## config.mk

```make
export PLATFORM = sky130hd
export DESIGN_NAME = mem_sp_strb
export DESIGN_NICKNAME = d
export VERILOG_FILES = /design/src/rtl/mem_sp_strb.sv
export SDC_FILE = /design/constraint.sdc
export NUM_CORES = 2
export LEC_CHECK = 0
export CAP_MARGIN = 25
export CORE_UTILIZATION = 50
export DETAILED_ROUTE_END_ITERATION = 12
export PLACE_DENSITY = 0.65
export SETUP_SLACK_MARGIN = 0.5
export SYNTH_ARGS = -nofsm -noshare
export SYNTH_HDL_FRONTEND = slang
export SYNTH_SLANG_ARGS = --single-unit
```

## constraint.sdc

```tcl
create_clock -name CLK -period 6.9 [get_ports CLK]
set_input_delay 1.035 -clock CLK [delete_from_list [all_inputs] [get_ports CLK]]
set_output_delay 1.035 -clock CLK [all_outputs]
set_load 0.02 [all_outputs]
```

## src/rtl/mem_sp_strb.sv

```systemverilog
// mem_sp_strb
// Single-port synchronous word memory with per-byte write strobes, a
// req/ready handshake and a 1- or 2-cycle read latency qualified by rd_valid.
// When CLEAR_ON_RESET is set, a clear sequencer zeroes every word after reset
// before the block starts accepting requests.
//
// Parameters:
//   ADDR_WIDTH      word address width, depth = 2**ADDR_WIDTH
//   DATA_WIDTH      word width, multiple of 8
//   RD_LATENCY      accept-to-rd_valid latency, 1 or 2
//   CLEAR_ON_RESET  1 = zero the array after reset before ready asserts
//
// Ports:
//   CLK        in   clock, rising edge
//   RSTn       in   asynchronous active-low reset
//   req        in   access request
//   we         in   1 = write, 0 = read (sampled with req)
//   addr       in   word address
//   wr_data    in   write data
//   wr_strb    in   byte-lane write enables
//   ready      out  request accepted on this edge when req is high
//   rd_data    out  read data, held between reads
//   rd_valid   out  one-cycle pulse marking new rd_data
//   init_done  out  clear sequence complete
module mem_sp_strb #(
  parameter int ADDR_WIDTH     = 6,
  parameter int DATA_WIDTH     = 32,
  parameter int RD_LATENCY     = 1,
  parameter int CLEAR_ON_RESET = 1
) (
  input  logic                    CLK,
  input  logic                    RSTn,
  input  logic                    req,
  input  logic                    we,
  input  logic [ADDR_WIDTH-1:0]   addr,
  input  logic [DATA_WIDTH-1:0]   wr_data,
  input  logic [DATA_WIDTH/8-1:0] wr_strb,
  output logic                    ready,
  output logic [DATA_WIDTH-1:0]   rd_data,
  output logic                    rd_valid,
  output logic                    init_done
);

  localparam int NUM_LANES = DATA_WIDTH / 8;
  localparam int DEPTH     = 2 ** ADDR_WIDTH;

  typedef enum logic {CLEAR, RUN} state_t;

  localparam state_t RESET_STATE = (CLEAR_ON_RESET != 0) ? CLEAR : RUN;

  state_t                  state;
  logic [ADDR_WIDTH-1:0]   clr_addr;
  logic [DATA_WIDTH-1:0]   mem [DEPTH];

  logic                    accept;
  logic                    rd_req_q;
  logic [ADDR_WIDTH-1:0]   rd_addr_q;
  logic                    out_valid;
  logic [DATA_WIDTH-1:0]   out_data;

  // ready is only ever high in RUN, so it alone qualifies acceptance.
  assign accept = req && ready;

  // Clear sequencer / mode FSM. The clear counter parks on the last address
  // rather than wrapping; ready and init_done rise on the same edge that
  // writes the last word.
  always_ff @(posedge CLK or negedge RSTn) begin
    if (!RSTn) begin
      state     <= RESET_STATE;
      clr_addr  <= '0;
      ready     <= 1'b0;
      init_done <= 1'b0;
    end else begin
      case (state)
        CLEAR: begin
          if (clr_addr == '1) begin
            state     <= RUN;
            ready     <= 1'b1;
            init_done <= 1'b1;
          end else begin
            clr_addr <= clr_addr + ADDR_WIDTH'(1);
          end
        end
        RUN: begin
          ready     <= 1'b1;
          init_done <= 1'b1;
        end
        default: state <= RESET_STATE;
      endcase
    end
  end

  // Storage. Not reset; the clear sequencer owns the write port while in
  // CLEAR and requests are shut out by ready during that time.
  always_ff @(posedge CLK) begin
    if (state == CLEAR) begin
      mem[clr_addr] <= '0;
    end else if (accept && we) begin
      for (int i = 0; i < NUM_LANES; i++) begin
        if (wr_strb[i]) begin
          mem[addr][8*i +: 8] <= wr_data[8*i +: 8];
        end
      end
    end
  end

  // Read request stage: the array is read one edge after acceptance, so a
  // write accepted on the acceptance edge of the read can never collide and
  // a write accepted just before the read is already visible.
  always_ff @(posedge CLK or negedge RSTn) begin
    if (!RSTn) begin
      rd_req_q  <= 1'b0;
      rd_addr_q <= '0;
    end else begin
      rd_req_q <= accept && !we;
      if (accept && !we) begin
        rd_addr_q <= addr;
      end
    end
  end

  // The 2-cycle variant samples the array into an extra stage on the edge
  // after acceptance, so a write on that same edge is not seen by the read.
  generate
    if (RD_LATENCY == 2) begin : g_lat2
      logic                  s2_valid;
      logic [DATA_WIDTH-1:0] s2_data;

      always_ff @(posedge CLK or negedge RSTn) begin
        if (!RSTn) begin
          s2_valid <= 1'b0;
          s2_data  <= '0;
        end else begin
          s2_valid <= rd_req_q;
          if (rd_req_q) begin
            s2_data <= mem[rd_addr_q];
          end
        end
      end

      assign out_valid = s2_valid;
      assign out_data  = s2_data;
    end else begin : g_lat1
      assign out_valid = rd_req_q;
      assign out_data  = mem[rd_addr_q];
    end
  endgenerate

  // Registered outputs; rd_data only moves when a read returns.
  always_ff @(posedge CLK or negedge RSTn) begin
    if (!RSTn) begin
      rd_valid <= 1'b0;
      rd_data  <= '0;
    end else begin
      rd_valid <= out_valid;
      if (out_valid) begin
        rd_data <= out_data;
      end
    end
  end

endmodule

```

# After elaboration in Yosys (flattened, before gate mapping)

Memories as Yosys holds them, arrays and structs flattened. A register that Yosys moved wholly into a read port is not among the register bits.
Cells that the tools add are included.

Eq/ne operators: 2
$add $sub $neg: 1
Multiplexer cells: 24
Reductions and logical operators: 7
Bitwise gates (word level): 2

Operator list:

| operator                                                      | count |
|---|---|
| 32-bit 2-to-1 mux                                             | 1 |
| 32-bit OR reduction                                           | 1 |
| 1-bit 2-to-1 mux                                              | 20 |
| 6-bit by 1-bit adder with 6-bit output, second input constant | 1 |
| 6-bit equality test, second input constant                    | 1 |
| 6-bit 2-to-1 mux                                              | 1 |
| 4-bit 2-to-1 mux                                              | 1 |
| 1-bit logical AND                                             | 3 |
| 1-bit zero test                                               | 2 |
| 2-bit != test, second input constant                          | 1 |
| 1-bit inverter                                                | 2 |
| 1-bit one-hot mux with 2 select lines                         | 1 |
| 2-bit AND reduction                                           | 1 |

Logic and storage cells: 43
Output and inout port bits: 35
Input port bits: 46
Bits in registers: 16
Memories: 1
Bits in writable memories: 2,048

Memory list:

| name | depth | bits a word | rd ports | clocked after memory_dff | write ports | line | RTL |
|---|---|---|---|---|---|---|---|
| mem  | 64    | 32          | 1        | 1                        | 1           | 53   | `logic [DATA_WIDTH-1:0] mem [DEPTH];` |

# Logic depth before layout (Yosys ltp)

Depth after elaboration: 7
Gate-level depth with buffers: 9
Gate-level depth less buffers: 5

# Least setup slack after synthesis

OpenSTA, ideal clock, no wires.

Path kind: input -> register
From: input port wr_strb[0]
To: memory mem[43][0], enable pin
Buffers on the path: 3
Library setup time: 370 ps
Required time: 6,530 ps
Arrival time: 3,178 ps
Path slack: 3,352 ps
Cell stages on the path: 8
Cell sequence: or4_1 and3_1 buf_6 mux2_4 or3_1 buf_6 buf_8 nor2_1

Word-level cells in the longest chain between the ends: 6
Elaborated cells on any way between the ends: 7
Classes of those cells: mux (6); reduce/logical (1)

RTL lines:

| item                                                                  | line | RTL |
|---|---|---|
| start, declared                                                       | 37   | `input logic [DATA_WIDTH/8-1:0] wr_strb,` |
| 1-bit 2-to-1 mux *                                                    | 100  | `if (wr_strb[i]) begin` |
| 1-bit 2-to-1 mux *                                                    | 98   | `end else if (accept && we) begin` |
| 1-bit 2-to-1 mux *                                                    | 96   | `if (state == CLEAR) begin` |
| 1-bit 2-to-1 mux (not written as such) *                              | 101  | `mem[addr][8*i +: 8] <= wr_data[8*i +: 8];` |
| 32-bit OR reduction (no line)                                         | n/a  |  |
| 6-bit 2-to-1 mux (no line) / 4-bit 2-to-1 mux (equally long branches) | n/a  |  |
| end, declared                                                         | 53   |  |

Every way passes the cells marked *; elsewhere a longest branch is shown, timed or not.

# Final worst setup path

From: input port req
To: memory mem[27][7], enable pin

Word-level cells in the longest chain between the ends: 7
Elaborated cells on any way between the ends: 17
Classes of those cells: mux (14); reduce/logical (3)

RTL lines:

| item                                                                  | line | RTL |
|---|---|---|
| start, declared                                                       | 33   | `input logic req,` |
| 1-bit logical AND *                                                   | 62   | `assign accept = req && ready;` |
| 1-bit logical AND *                                                   | 98   |  |
| 1-bit 2-to-1 mux                                                      | 98   |  |
| 1-bit 2-to-1 mux                                                      | 96   |  |
| 1-bit 2-to-1 mux (not written as such)                                | 101  |  |
| 32-bit OR reduction (no line)                                         | n/a  |  |
| 6-bit 2-to-1 mux (no line) / 4-bit 2-to-1 mux (equally long branches) | n/a  |  |

Marked as above.

==> qor.log <==
qor: placed_design.placement.io_buffers 80
qor: worst_setup_path.timing.critical_path.slowest_cell_delay 850 ps
qor: global_route.grt_use_total 24.7%
qor: sta.setup_total_negative_slack 0 ps
qor: clock_tree.clkLatencyLatePin 820 ps
qor: worst_setup_path.critical_path_depth 7
qor: die.die_y 405 um
qor: power_and_ir_drop.power_density 273 mW/mm^2
qor: sta.tightestPinTransition 1120 ps
qor: logic_synthesis.netlist_instances 4286
qor: power_and_ir_drop.switching_power 4.77 mW
qor: placed_design.routabilityCongestion 0.861
qor: layout.layout.cells.non_filler 6694
qor: sta.fmax 217 MHz
qor: logic_synthesis.async_reset_ff_share 2.29%
qor: logic_synthesis.synth_edf_count 2048
qor: logic_synthesis.netlist-cell-type-count 44
qor: power_and_ir_drop.power.combinational.fraction 0.2%
qor: drt.routed_via_density 6.20
qor: power_and_ir_drop.static-leakage-power 23.2 nW
qor: clock_tree.clock_tree_from_tritoncts yes
qor: die.io-pin-count 81
qor: worst_setup_path.crit_buf_inv 2
qor: sta.finalSetupViolCount 0
qor: clock_tree.numCtsBuffers 197
qor: sta.finClkSkew 32.8 ps
qor: global_route.grt_pass1_wl 291 mm
qor: placed_design.place.detailed.instances 6318
qor: global_route.largest_net_degree_at_the_start_of_global_routing 115
qor: die.floorplan.initialDensity 50.5%
qor: worst_setup_path.timing.critical_path.slowest_stage_cell sky130_fd_sc_hd__mux2i_1
qor: layout.num_antenna_cells 0
qor: drt.firstDrtPassIters 6
qor: logic_synthesis.netlist.top_cell.by_area sky130_fd_sc_hd__edfxtp_1
qor: global_route.first_global_vias 40688
qor: logic_synthesis.synth_top_area_share 75.6%
qor: drt.totalWireLength 202 mm
qor: worst_setup_path.rr_worst_depth 6
qor: logic_synthesis.syn-num-nets 4333
qor: clock_tree.cts.repair_timing.setup_buffer_count 0
qor: layout.drive_gt1_share 15.5%
qor: die.die_area 0.164 mm^2
qor: clock_tree.cts_hold_buf 0
qor: global_route.global_route.overflow_total 0
qor: worst_setup_path.required 7350 ps
qor: logic_synthesis.seq_area_frac_synth 77.1%
qor: drt.wire_per_inst 30.1 um
qor: die.rows 147
qor: drt.drc_errors 0
qor: power_and_ir_drop.ir_drop_worst_case_vdd 0.000251 V
qor: outcome.status finished, final reports clean
qor: sta.finalMaxSlewViolations 0
qor: power_and_ir_drop.power.share.clock 44.5%
qor: job.drv.max_cap_violation_count 0
qor: worst_setup_path.path_class in2reg
qor: min_path.timing.hold.worst.class in2async
qor: layout.syn_to_final_growth 12.1%
qor: clock_tree.ctsRootBufferMaster sky130_fd_sc_hd__clkbuf_16
qor: clock_tree.cts.sinks 2096
qor: logic_synthesis.syn-cell-area 0.0813 mm^2
qor: power_and_ir_drop.power_frac_seq 55.3%
qor: clock_tree.cts.reportedPaths.clkPinSlew 70 ps
qor: power_and_ir_drop.power.share.switching 19.2%
qor: logic_synthesis.ys.warnings.count 0
qor: layout.fillCellCount 11922
qor: logic_synthesis.dominantRegCellSynth sky130_fd_sc_hd__edfxtp_1
qor: sta.final.period_utilization 66.9%
qor: die.design.core.area 0.161 mm^2
qor: worst_setup_path.critical_path.startpoint_type primary input
qor: drt.antenna_violating_nets_post_route 0
qor: sta.final_critical_path_setup_slack 2280 ps
qor: layout.layout.cells.most_common sky130_fd_sc_hd__edfxtp_1
qor: layout.mostFrequentLayoutCells sky130_fd_sc_hd__edfxtp_1 (2048), sky130_fd_sc_hd__mux2i_1 (520), sky130_fd_sc_hd__nor2_1 (320), sky130_fd_sc_hd__mux4_2 (256), sky130_fd_sc_hd__clkbuf_16 (204)
qor: clock_tree.cts_htree_levels 4
qor: sta.slew_headroom 25.6%
qor: worst_setup_path.setup.worst_path.end_class register
qor: clock_tree.post_cts_resized 0
qor: global_route.grt_antenna_before_repair 1
qor: logic_synthesis.synth.ff_latch_count 2096
qor: die.chipWidth 405 um
qor: placed_design.detailed_place_hpwl 122 mm
qor: logic_synthesis.avgSynthCellArea 19.0 um^2
qor: sta.rsz0062_at_grt no
qor: sta.finalCriticalPeriod 4620 ps
qor: drt.drt-initial-drc-count 4805
qor: worst_setup_path.crit_chain clkdlybuf4s50_1, and3_1, and3_2, buf_4, mux2i_1, nand2_1, nor2_1
qor: logic_synthesis.ys_top_cells_by_area sky130_fd_sc_hd__edfxtp_1 (76%), sky130_fd_sc_hd__mux4_2 (7.1%), sky130_fd_sc_hd__mux2i_1 (6.4%)
qor: clock_tree.clockBufferDepth 3
qor: placed_design.place_ws 1490 ps
qor: worst_setup_path.worst-endpoint-arrival 5060 ps
qor: worst_setup_path.worst_path_dominant_cell_family simple AND/OR/NAND/NOR gates
qor: power_and_ir_drop.internal_power 20.1 mW
qor: layout.final_net_count 4407
qor: drt.num_vias 41484
qor: worst_setup_path.worstPathMaxFanout 17
qor: sta.hold_violations 0
==> sequential cells by signal (all words and copies together) (netlist names) <==
| name | flops |
|---|---|
| init_done | 1 |
| rd_valid | 1 |
| out_valid | 1 |
| state | 1 |
| mem | 2048 |
| rd_data | 32 |
| rd_addr_q | 6 |
| clr_addr | 6 |
==> area by class of cell <==
| type | instances | area [um^2] | share of cell area (%) |
|---|---|---|---|
| inverter | 2 | 7.51 | 0.00824 |
| multi-input combinational | 1924 | 17600 | 19.4 |
| sequential | 2096 | 62700 | 68.8 |
| timing repair buffer | 139 | 1430 | 1.57 |
| clock buffer | 224 | 5180 | 5.68 |
| clock inverter | 149 | 1470 | 1.62 |
| tap | 2160 | 2700 | 2.97 |
==> final timing paths <==
check | startpoint | to | slack, ps
min reg2reg | rd_addr_q[3] | rd_addr_q[3] | 570
max | req | mem[27][7] | 2280
min | RSTn | rd_data[30] | 320
max reg2reg | init_done | mem[27][7] | 2550
min in group CLK | rd_addr_q[3] | rd_addr_q[3] | 570
max in group asynchronous | RSTn | rd_addr_q[0] | 5850
==> synth_stat cells, types with 2 or more instances <==
cell,number
sky130_fd_sc_hd__edfxtp_1,2048
sky130_fd_sc_hd__mux2i_1,520
sky130_fd_sc_hd__nor2_1,323
sky130_fd_sc_hd__mux4_2,256
sky130_fd_sc_hd__a22oi_1,192
sky130_fd_sc_hd__nand2_1,183
sky130_fd_sc_hd__clkbuf_1,157
sky130_fd_sc_hd__o22ai_1,64
sky130_fd_sc_hd__a221oi_1,63
sky130_fd_sc_hd__buf_2,53
sky130_fd_sc_hd__dfrtp_1,48
sky130_fd_sc_hd__buf_1,42
sky130_fd_sc_hd__nand2b_1,37
sky130_fd_sc_hd__and2_1,34
sky130_fd_sc_hd__nand4_1,34
sky130_fd_sc_hd__nor3_1,34
sky130_fd_sc_hd__a21oi_1,33
sky130_fd_sc_hd__a221o_1,32
sky130_fd_sc_hd__o21ai_0,32
sky130_fd_sc_hd__o221ai_1,32
sky130_fd_sc_hd__buf_6,10
sky130_fd_sc_hd__nand3b_1,9
sky130_fd_sc_hd__nand3_1,6
sky130_fd_sc_hd__mux2_2,5
sky130_fd_sc_hd__nor2b_1,4
sky130_fd_sc_hd__xnor2_1,4
sky130_fd_sc_hd__and3_1,3
sky130_fd_sc_hd__nor2_2,3
sky130_fd_sc_hd__or3b_2,3
sky130_fd_sc_hd__inv_1,2
sky130_fd_sc_hd__mux2i_4,2
sky130_fd_sc_hd__nand4b_1,2
sky130_fd_sc_hd__nand4bb_1,2
sky130_fd_sc_hd__or2_2,2
sky130_fd_sc_hd__or3_1,2
sky130_fd_sc_hd__or3b_1,2
==> power groups by stage <==
stage,Clock [mW],Sequential [mW],Combinational [mW]
finish,11.1,13.8,0.0482
global route,11.6,13.7,0.0500
CTS,11.2,13.8,0.0477
detailed placement,0,14.0,0.0474
global placement,0,14.0,0.0482
floorplan,0,14.0,0.00394
==> worst register-to-register path: stages, from the launching register on <==
cell,delay [ps]
sky130_fd_sc_hd__dfrtp_1,410
sky130_fd_sc_hd__and3_1,250
sky130_fd_sc_hd__and3_2,540
sky130_fd_sc_hd__buf_4,370
sky130_fd_sc_hd__mux2i_1,850
sky130_fd_sc_hd__nand2_1,740
sky130_fd_sc_hd__nor2_1,820
==> per-stage QoR <==
step	utilization (%)	total power, mW	cell area (um^2)	hold slack, ps
floorplan	-	14.0	81300	445
global placement	52.4	14.1	84400	527
detailed placement	52.5	14.1	84400	532
CTS	56.6	25.0	91100	301
global route	56.6	25.4	91100	347
finish	56.6	24.9	91100	322
==> routing by layer <==
layer / vias to the layer above / wire length [um] / share of wire, % / track usage, %
met5: - / 13 / 0.0064 / 0
met4: 2 / 5050 / 2.5 / 6.96
met3: 300 / 17800 / 8.8 / 4.84
met2: 2059 / 92300 / 46 / 36.9
met1: 21572 / 86600 / 43 / 37.2
li1: 17551 / - / - / -
==> logic make-up (layout without fill, tap and decap cells) <==
family / count (synthesis) / count (layout) / synth area share (%)
adders and majority gates: 1 / 1 / 0.0154
muxes: 784 / 784 / 13.6
and+or+nand+nor: 685 / 685 / 3.70
DFF: 2096 / 2096 / 77.1
AOI/OAI and AO/OA: 449 / 449 / 4.09
buffers and inverters: 266 / 514 / 1.42
xor gates and xnor gates: 5 / 5 / 0.0538
No activity file was read; power rests on OpenSTA's default activity.
